===== config.mk =====
export PLATFORM = sky130hd
export DESIGN_NAME = ddr_access_buff_param
export DESIGN_NICKNAME = d
export VERILOG_FILES = /design/src/rtl/ddr_access_buff_param.sv
export SDC_FILE = /design/constraint.sdc
export NUM_CORES = 2
export LEC_CHECK = 0
export ABC_AREA = 1
export CORE_MARGIN = 2
export CORE_UTILIZATION = 60
export DETAILED_ROUTE_END_ITERATION = 8
export PLACE_DENSITY = 0.8
export SLEW_MARGIN = 20
export SYNTH_ARGS = -nofsm -noshare
export SYNTH_HDL_FRONTEND = slang
export SYNTH_SLANG_ARGS = --single-unit

===== constraint.sdc =====
create_clock -name i_ddr3_sclk -period 13.7 [get_ports i_ddr3_sclk]
set_input_delay 4.11 -clock i_ddr3_sclk [delete_from_list [all_inputs] [get_ports i_ddr3_sclk]]
set_output_delay 4.11 -clock i_ddr3_sclk [all_outputs]
set_load 0.05 [all_outputs]

===== src/rtl/ddr_access_buff_param.sv =====
// rtl/ddr_access_buff_param.sv - DDR3 access buffer between frame RAM and DDR3 controller user port
//
// Write path: after a write command is accepted, fetches i_burst_len beats from RAM.
// A credit counter caps issued-but-unpopped beats at DEPTH, so the FIFO cannot overflow.
// Read path: retimes controller read beats to RAM write beats through RD_PIPE stages.
// Optional build macro: DDR_BUFF_UFLOW_DET_EN enables the sticky o_wr_underflow detector.
//
// Ports:
//   i_ddr3_sclk, i_rst_n             clock, async active-low reset
//   i_ddr3_wr_rdn, i_ddr3_ack        command type (registered once) and controller accept
//   i_burst_len                      beats to fetch, sampled with the accepting ack
//   i_ddr3_wr_data_rdy               controller pops one write beat
//   i_ddr3_op_done                   command complete, returns to IDLE
//   i_ram_rd_data, o_ram_rd_en       RAM fetch interface (data RAM_LAT cycles after strobe)
//   o_ddr3_wr_data                   popped write beat, registered
//   i_ddr3_rd_data_vld/_data         controller read beats
//   o_ram_wr_data_vld/_data          read beats delayed RD_PIPE cycles
//   o_busy, o_wr_underflow           FSM not idle, sticky underflow flag
module ddr_access_buff_param #(
    parameter int DW      = 128,
    parameter int DEPTH   = 16,
    parameter int RAM_LAT = 3,
    parameter int RD_PIPE = 1,
    parameter int BLW     = 10
) (
    input  logic           i_ddr3_sclk,
    input  logic           i_rst_n,
    input  logic           i_ddr3_wr_rdn,
    input  logic           i_ddr3_ack,
    input  logic [BLW-1:0] i_burst_len,
    input  logic           i_ddr3_wr_data_rdy,
    input  logic           i_ddr3_op_done,
    input  logic [DW-1:0]  i_ram_rd_data,
    input  logic           i_ddr3_rd_data_vld,
    input  logic [DW-1:0]  i_ddr3_rd_data,
    output logic           o_ram_rd_en,
    output logic [DW-1:0]  o_ddr3_wr_data,
    output logic           o_ram_wr_data_vld,
    output logic [DW-1:0]  o_ram_wr_data,
    output logic           o_busy,
    output logic           o_wr_underflow
);

    localparam int AW = $clog2(DEPTH);
    localparam logic [AW:0] DEPTH_C = (AW+1)'(DEPTH);

    typedef enum logic {
        ST_IDLE  = 1'b0,
        ST_FETCH = 1'b1
    } state_t;

    state_t               state_q, state_d;
    logic                 r_wr_rdn_q;
    logic [BLW-1:0]       burst_q, burst_d;
    logic [BLW-1:0]       issued_q, issued_d;
    logic [AW:0]          credit_q, credit_d;
    logic [AW:0]          cnt_q, cnt_d;
    logic [AW-1:0]        wr_ptr_q, wr_ptr_d;
    logic [AW-1:0]        rd_ptr_q, rd_ptr_d;
    logic                 ram_rd_en_q, ram_rd_en_d;
    logic [RAM_LAT-1:0]   lat_vld_q, lat_vld_d;
    logic [DW-1:0]        wr_data_q, wr_data_d;
    logic [DW-1:0]        mem_q [DEPTH];

    logic                 start, stop, push, pop, fifo_empty;

    logic [RD_PIPE-1:0]   rd_vld_q, rd_vld_d;
    logic [DW-1:0]        rd_data_q [RD_PIPE];

    always_comb begin
        start      = (state_q == ST_IDLE) && i_ddr3_ack && r_wr_rdn_q;
        stop       = (state_q == ST_FETCH) && i_ddr3_op_done;
        fifo_empty = (cnt_q == '0);
        // op_done wins: no push or pop lands in the cycle that returns to IDLE
        push       = lat_vld_q[RAM_LAT-1] && (state_q == ST_FETCH) && !i_ddr3_op_done;
        pop        = i_ddr3_wr_data_rdy && !fifo_empty && (state_q == ST_FETCH) && !i_ddr3_op_done;

        state_d   = state_q;
        burst_d   = burst_q;
        issued_d  = issued_q + BLW'(ram_rd_en_q);
        credit_d  = credit_q + (AW+1)'(ram_rd_en_q) - (AW+1)'(pop);
        wr_ptr_d  = push ? wr_ptr_q + 1'b1 : wr_ptr_q;
        rd_ptr_d  = pop ? rd_ptr_q + 1'b1 : rd_ptr_q;
        cnt_d     = cnt_q + (AW+1)'(push) - (AW+1)'(pop);
        wr_data_d = pop ? mem_q[rd_ptr_q] : wr_data_q;
        // shift the fetch strobe; the top bit marks RAM data valid this cycle
        lat_vld_d = RAM_LAT'({lat_vld_q, ram_rd_en_q});

        if (state_q == ST_IDLE) begin
            wr_ptr_d = '0;
            rd_ptr_d = '0;
            cnt_d    = '0;
        end

        if (start) begin
            state_d  = ST_FETCH;
            burst_d  = i_burst_len;
            issued_d = '0;
            credit_d = '0;
        end

        if (stop) begin
            state_d   = ST_IDLE;
            credit_d  = '0;
            wr_ptr_d  = '0;
            rd_ptr_d  = '0;
            cnt_d     = '0;
            lat_vld_d = '0;
        end

        // credit_d < DEPTH leaves room for the beat this strobe will bring
        ram_rd_en_d = (state_d == ST_FETCH) && (credit_d < DEPTH_C) && (issued_d < burst_d);
    end

    always_ff @(posedge i_ddr3_sclk or negedge i_rst_n) begin
        if (!i_rst_n) begin
            state_q     <= ST_IDLE;
            r_wr_rdn_q  <= 1'b0;
            burst_q     <= '0;
            issued_q    <= '0;
            credit_q    <= '0;
            cnt_q       <= '0;
            wr_ptr_q    <= '0;
            rd_ptr_q    <= '0;
            ram_rd_en_q <= 1'b0;
            lat_vld_q   <= '0;
            wr_data_q   <= '0;
        end else begin
            state_q     <= state_d;
            r_wr_rdn_q  <= i_ddr3_wr_rdn;
            burst_q     <= burst_d;
            issued_q    <= issued_d;
            credit_q    <= credit_d;
            cnt_q       <= cnt_d;
            wr_ptr_q    <= wr_ptr_d;
            rd_ptr_q    <= rd_ptr_d;
            ram_rd_en_q <= ram_rd_en_d;
            lat_vld_q   <= lat_vld_d;
            wr_data_q   <= wr_data_d;
        end
    end

    // FIFO storage is not reset; occupancy alone defines validity
    always_ff @(posedge i_ddr3_sclk) begin
        if (push) begin
            mem_q[wr_ptr_q] <= i_ram_rd_data;
        end
    end

    assign o_ram_rd_en    = ram_rd_en_q;
    assign o_ddr3_wr_data = wr_data_q;
    assign o_busy         = (state_q == ST_FETCH);

`ifdef DDR_BUFF_UFLOW_DET_EN
    logic uflow_q, uflow_d;

    always_comb begin
        uflow_d = uflow_q;
        if (start) begin
            uflow_d = 1'b0;
        end else if (i_ddr3_wr_data_rdy && (state_q == ST_FETCH) && fifo_empty &&
                     !((credit_q == '0) && (issued_q == burst_q))) begin
            // rdy while data is still owed by the fetch pipeline
            uflow_d = 1'b1;
        end
    end

    always_ff @(posedge i_ddr3_sclk or negedge i_rst_n) begin
        if (!i_rst_n) begin
            uflow_q <= 1'b0;
        end else begin
            uflow_q <= uflow_d;
        end
    end

    assign o_wr_underflow = uflow_q;
`else
    assign o_wr_underflow = 1'b0;
`endif

    // read path: independent of the FSM
    always_comb begin
        rd_vld_d = RD_PIPE'({rd_vld_q, i_ddr3_rd_data_vld});
    end

    always_ff @(posedge i_ddr3_sclk or negedge i_rst_n) begin
        if (!i_rst_n) begin
            rd_vld_q <= '0;
        end else begin
            rd_vld_q <= rd_vld_d;
        end
    end

    always_ff @(posedge i_ddr3_sclk) begin
        rd_data_q[0] <= i_ddr3_rd_data;
        for (int i = 1; i < RD_PIPE; i++) begin
            rd_data_q[i] <= rd_data_q[i-1];
        end
    end

    assign o_ram_wr_data_vld = rd_vld_q[RD_PIPE-1];
    assign o_ram_wr_data     = rd_data_q[RD_PIPE-1];

endmodule


==> Implementation_results.wiki <==
{| class="wikitable"
! Metric !! Value
|-
| Worst R2R Start || rd_ptr_q[0]$_DFFE_PN0P_
|-
| Setup TNS || 0 ns
|-
| Routed wirelength normalized by instance count || 23.6 um
|-
| Dominant cells by area after synthesis || sky130_fd_sc_hd__edfxtp_1 68%, sky130_fd_sc_hd__nand2_1 13%, sky130_fd_sc_hd__nand3_1 6.7%
|-
| Die extent in x || 392 um
|-
| Average cell area after synthesis || roughly 12 um^2
|-
| Post-synthesis register bit count || between 2000 and 2500
|-
| Power per Cell Area || between 100 and 150 nW/um^2
|-
| Resize count post-CTS || 0
|-
| 1st-iter DRT viols || approximately 8200
|-
| Clock latency reported for the late side of the worst-skew pair || between 0.8 and 0.9 ns
|-
| Kind of end point of the critical path || register
|-
| Fraction of post-synthesis cell area in the top cell type by area || 67.9%
|-
| Worst Setup Slack, final || about 6 ns
|-
| Count of flip-flops with a built-in enable after synthesis || 2048
|-
| Nets@finish || around 8200
|-
| Max-cap violations || 0
|-
| Height of the chip || between 300 and 400 um
|-
| FF-to-FF setup slack || 8.17 ns
|-
| Layout-stage area growth over the synthesis result || 15.5%
|-
| Vias || around 61000
|-
| Status || finished with violations
|-
| Violations in the final reports || max-slew violations
|-
| Hold WS || approximately 0.48 ns
|-
| Gr ovfl total || 0
|-
| TritonCTS clock tree || done
|-
| CP cell instances || clkdlybuf4s50_1, nor2_4, nand2_1, inv_1, nand2_1, nor2_4, buf_4, buf_4
|-
| DR pass1 iterations || 8
|-
| Setup violators final || 0
|-
| Initial antenna violation count || 25
|-
| Routed Antenna Nets || 0
|-
| Final worst clock skew || between 0.04 and 0.05 ns
|-
| Standard cell core area || ~150000 um^2
|-
| Buffer type at the clock tree root || sky130_fd_sc_hd__clkbuf_16
|-
| HPWL after detailed placement || roughly 120000 um
|-
| Clk buf depth || 3
|-
| Wire length of the first global-routing pass || roughly 360000 um
|-
| Post-CTS setup-driven buffer insertion count || 0
|-
| Unrepaired setup endpoints after global routing || false
|-
| Via density || roughly 6
|-
| Clock sink total || between 2000 and 2500
|-
| Synth Net Count || 7809
|-
| Path type of the worst min-delay path || reg -> reg
|-
| Largest net degree at the start of global routing || 373
|-
| Clock-pin slew of the registers on the worst-case setup and hold paths || roughly 0.06 ns
|-
| Peak per-stage delay on the critical path || just over 0.9 ns
|-
| Origin of the worst min-delay path || lat_vld_q[0]$_DFF_PN0_
|-
| Post-Synthesis Cell Area || 90500 um^2
|-
| Upper clock frequency limit || between 100 and 150 MHz
|-
| Post-synthesis async set-or-reset flop share || approximately 7.4%
|-
| Die area || about 150000 um^2
|-
| Final wirelength || between 200000 and 250000 um
|-
| Layout cell share with drive strength beyond 1 || 5.41%
|-
| Post-placement setup slack || approximately 5.4 ns
|-
| Final Critical Period || 7.52 ns
|-
| Required time of the worst setup path || around 14 ns
|-
| Number of distinct library cells after synthesis || 33
|-
| Number of buffers created by CTS || 222
|-
| Worst Reg2Reg Path Length in Cells || 10
|-
| Top-level I/O count || 533
|-
| Library cell with the highest instance count after synthesis || sky130_fd_sc_hd__nand2_1
|-
| Leakage || 39.0 nW
|-
| Gp weighted congestion || between 0.8 and 0.9
|-
| Library cell contributing the largest single delay on the critical path || sky130_fd_sc_hd__buf_4
|-
| Register area share after synthesis || between 70% and 80%
|-
| Transition time of the tightest slew-check pin || 1.51 ns
|-
| Maximum vdd drop || 0.123 mV
|-
| Type of element launching the critical path || primary input
|-
| CP Max Fanout || 60
|-
| Total power || 14.9 mW
|-
| Number of standard-cell rows in the floorplan || 142
|-
| Worst slew slack as a fraction of its limit || -0.662%
|-
| Period Utilization, post-route || a little over half
|-
| Post-synth top flop || sky130_fd_sc_hd__edfxtp_1
|-
| Count of hold-fix buffers inserted at cts || 0
|-
| Number of global-route vias before repair || 59900
|-
| Commonest cells in the netlist || 3076 x sky130_fd_sc_hd__nand2_1, 2048 x sky130_fd_sc_hd__edfxtp_1, 1214 x sky130_fd_sc_hd__nand3_1
|-
| CP Data Arrival Time || 7.97 ns
|-
| Post-route DRC || 0
|-
| Final count of hold timing violations || 0
|-
| H-tree Lvls || 4
|-
| Worst hold stages || 2
|-
| End of the worst register-to-register path || o_ddr3_wr_data[87]$_DFFE_PN0P_
|-
| Number of input and output port buffers inserted || 531
|-
| Synth warnings || 0
|-
| Starting density of the core || 60.5%
|-
| Worst-case hold path end point || lat_vld_q[1]$_DFF_PN0_
|-
| Synthesized instance count || 7507
|-
| Critical path class || in -> reg
|-
| GRT Total Usage || 30.8%
|-
| Final count of pins violating max slew || 26
|-
| Cell type contributing the most total cell area after synthesis || sky130_fd_sc_hd__edfxtp_1
|}
==> state kept, by name, indices dropped and copies added (netlist names), 4 cells and up <==
register and cells:
mem_q 2048, o_ddr3_wr_data 128, rd_data_q 128, burst_q 10, issued_q 10, cnt_q 5, credit_q 5, rd_ptr_q 4
wr_ptr_q 4
==> how the worst max path moves through the flow <==
stage / slack (ns) / startpoint / to
final: 6.18 / i_ddr3_op_done / mem_q[0][50]$_DFFE_PP_
after global routing: 6.05 / i_ddr3_op_done / mem_q[0][51]$_DFFE_PP_
after floorplan: 3.15 / i_ddr3_op_done / mem_q[11][0]$_DFFE_PP_
after global placement: 5.41 / i_ddr3_op_done / mem_q[0][86]$_DFFE_PP_
after detailed placement: 5.36 / i_ddr3_op_done / mem_q[0][77]$_DFFE_PP_
after CTS: 6.27 / i_ddr3_op_done / mem_q[0][85]$_DFFE_PP_
==> logic make-up (layout without fill, tap and decap cells) <==
| kind of cell | after synthesis | count (layout) | share of synthesized area (%) |
|---|---|---|---|
| AO/OA/AOI/OAI | 280 | 280 | 1.56 |
| XOR/XNOR | 5 | 5 | 0.0484 |
| adder cells (fa/ha/maj) | 29 | 29 | 0.417 |
| buffers and inverters | 489 | 1082 | 2.64 |
| flip-flops | 2349 | 2349 | 75.5 |
| other | 1 | 16 | 0.00414 |
| AND/OR/NAND/NOR | 4354 | 4354 | 19.8 |
==> power by group <==
group	leakage [nW]	internal, mW	switching (mW)
logic	13.6	0.235	0.479
registers	21.8	7.87	0.0695
clock network	3.60	3.54	2.65
==> cells in the final DEF, fill, tap and decap left out, types with 28 or more instances in the layout <==
| cell | synthesis | final |
|---|---|---|
| sky130_fd_sc_hd__edfxtp_1 | 2048 | 2048 |
| sky130_fd_sc_hd__clkbuf_16 | 0 | 223 |
| sky130_fd_sc_hd__a21oi_1 | 257 | 257 |
| sky130_fd_sc_hd__clkinv_1 | 0 | 28 |
| sky130_fd_sc_hd__dfxtp_1 | 128 | 128 |
| sky130_fd_sc_hd__inv_1 | 53 | 51 |
| sky130_fd_sc_hd__nand3_1 | 1214 | 1214 |
| sky130_fd_sc_hd__buf_4 | 41 | 56 |
| sky130_fd_sc_hd__clkdlybuf4s50_1 | 0 | 530 |
| sky130_fd_sc_hd__nand2_1 | 3076 | 3076 |
| sky130_fd_sc_hd__clkbuf_1 | 68 | 66 |
| sky130_fd_sc_hd__dfrtp_1 | 173 | 170 |
| sky130_fd_sc_hd__clkinv_2 | 0 | 35 |
==> worst max-delay path, delay by kind of cell <==
kind	cells	cell delay (ns)
buffers and inverters	4	2.42
and+or+nand+nor	4	1.25
==> final cells by class <==
type / count / area (um^2)
inverters: 59 / 280
flip-flops and latches: 2349 / 68400
multi-input cells: 4669 / 19900
clock buffers: 307 / 6080
repair buffers: 606 / 6110
well taps: 2016 / 2520
clock inverters: 110 / 1310
fillers: 9735 / 45200
diodes: 15 / 37.5
==> metrics by stage <==
step	area, um^2	util [%]	std cells
2_1_floorplan	90500	-	7507
3_3_place_gp	97100	64.8	9694
3_5_place_dp	97100	64.8	9696
4_1_cts	104000	69.8	10100
5_1_grt	105000	69.9	10100
6_report	105000	69.9	10100
==> routing by layer <==
layer / share of wire, % / vias up / GRT usage (%)
met4: 3.5 / 22 / 12.4
met1: 36 / 29500 / 41.8
met3: 13 / 560 / 6.55
met2: 47 / 4226 / 49.0
li1: - / 26800 / -
met5: 0.059 / - / 0
(Power assumes the default switching activity.)
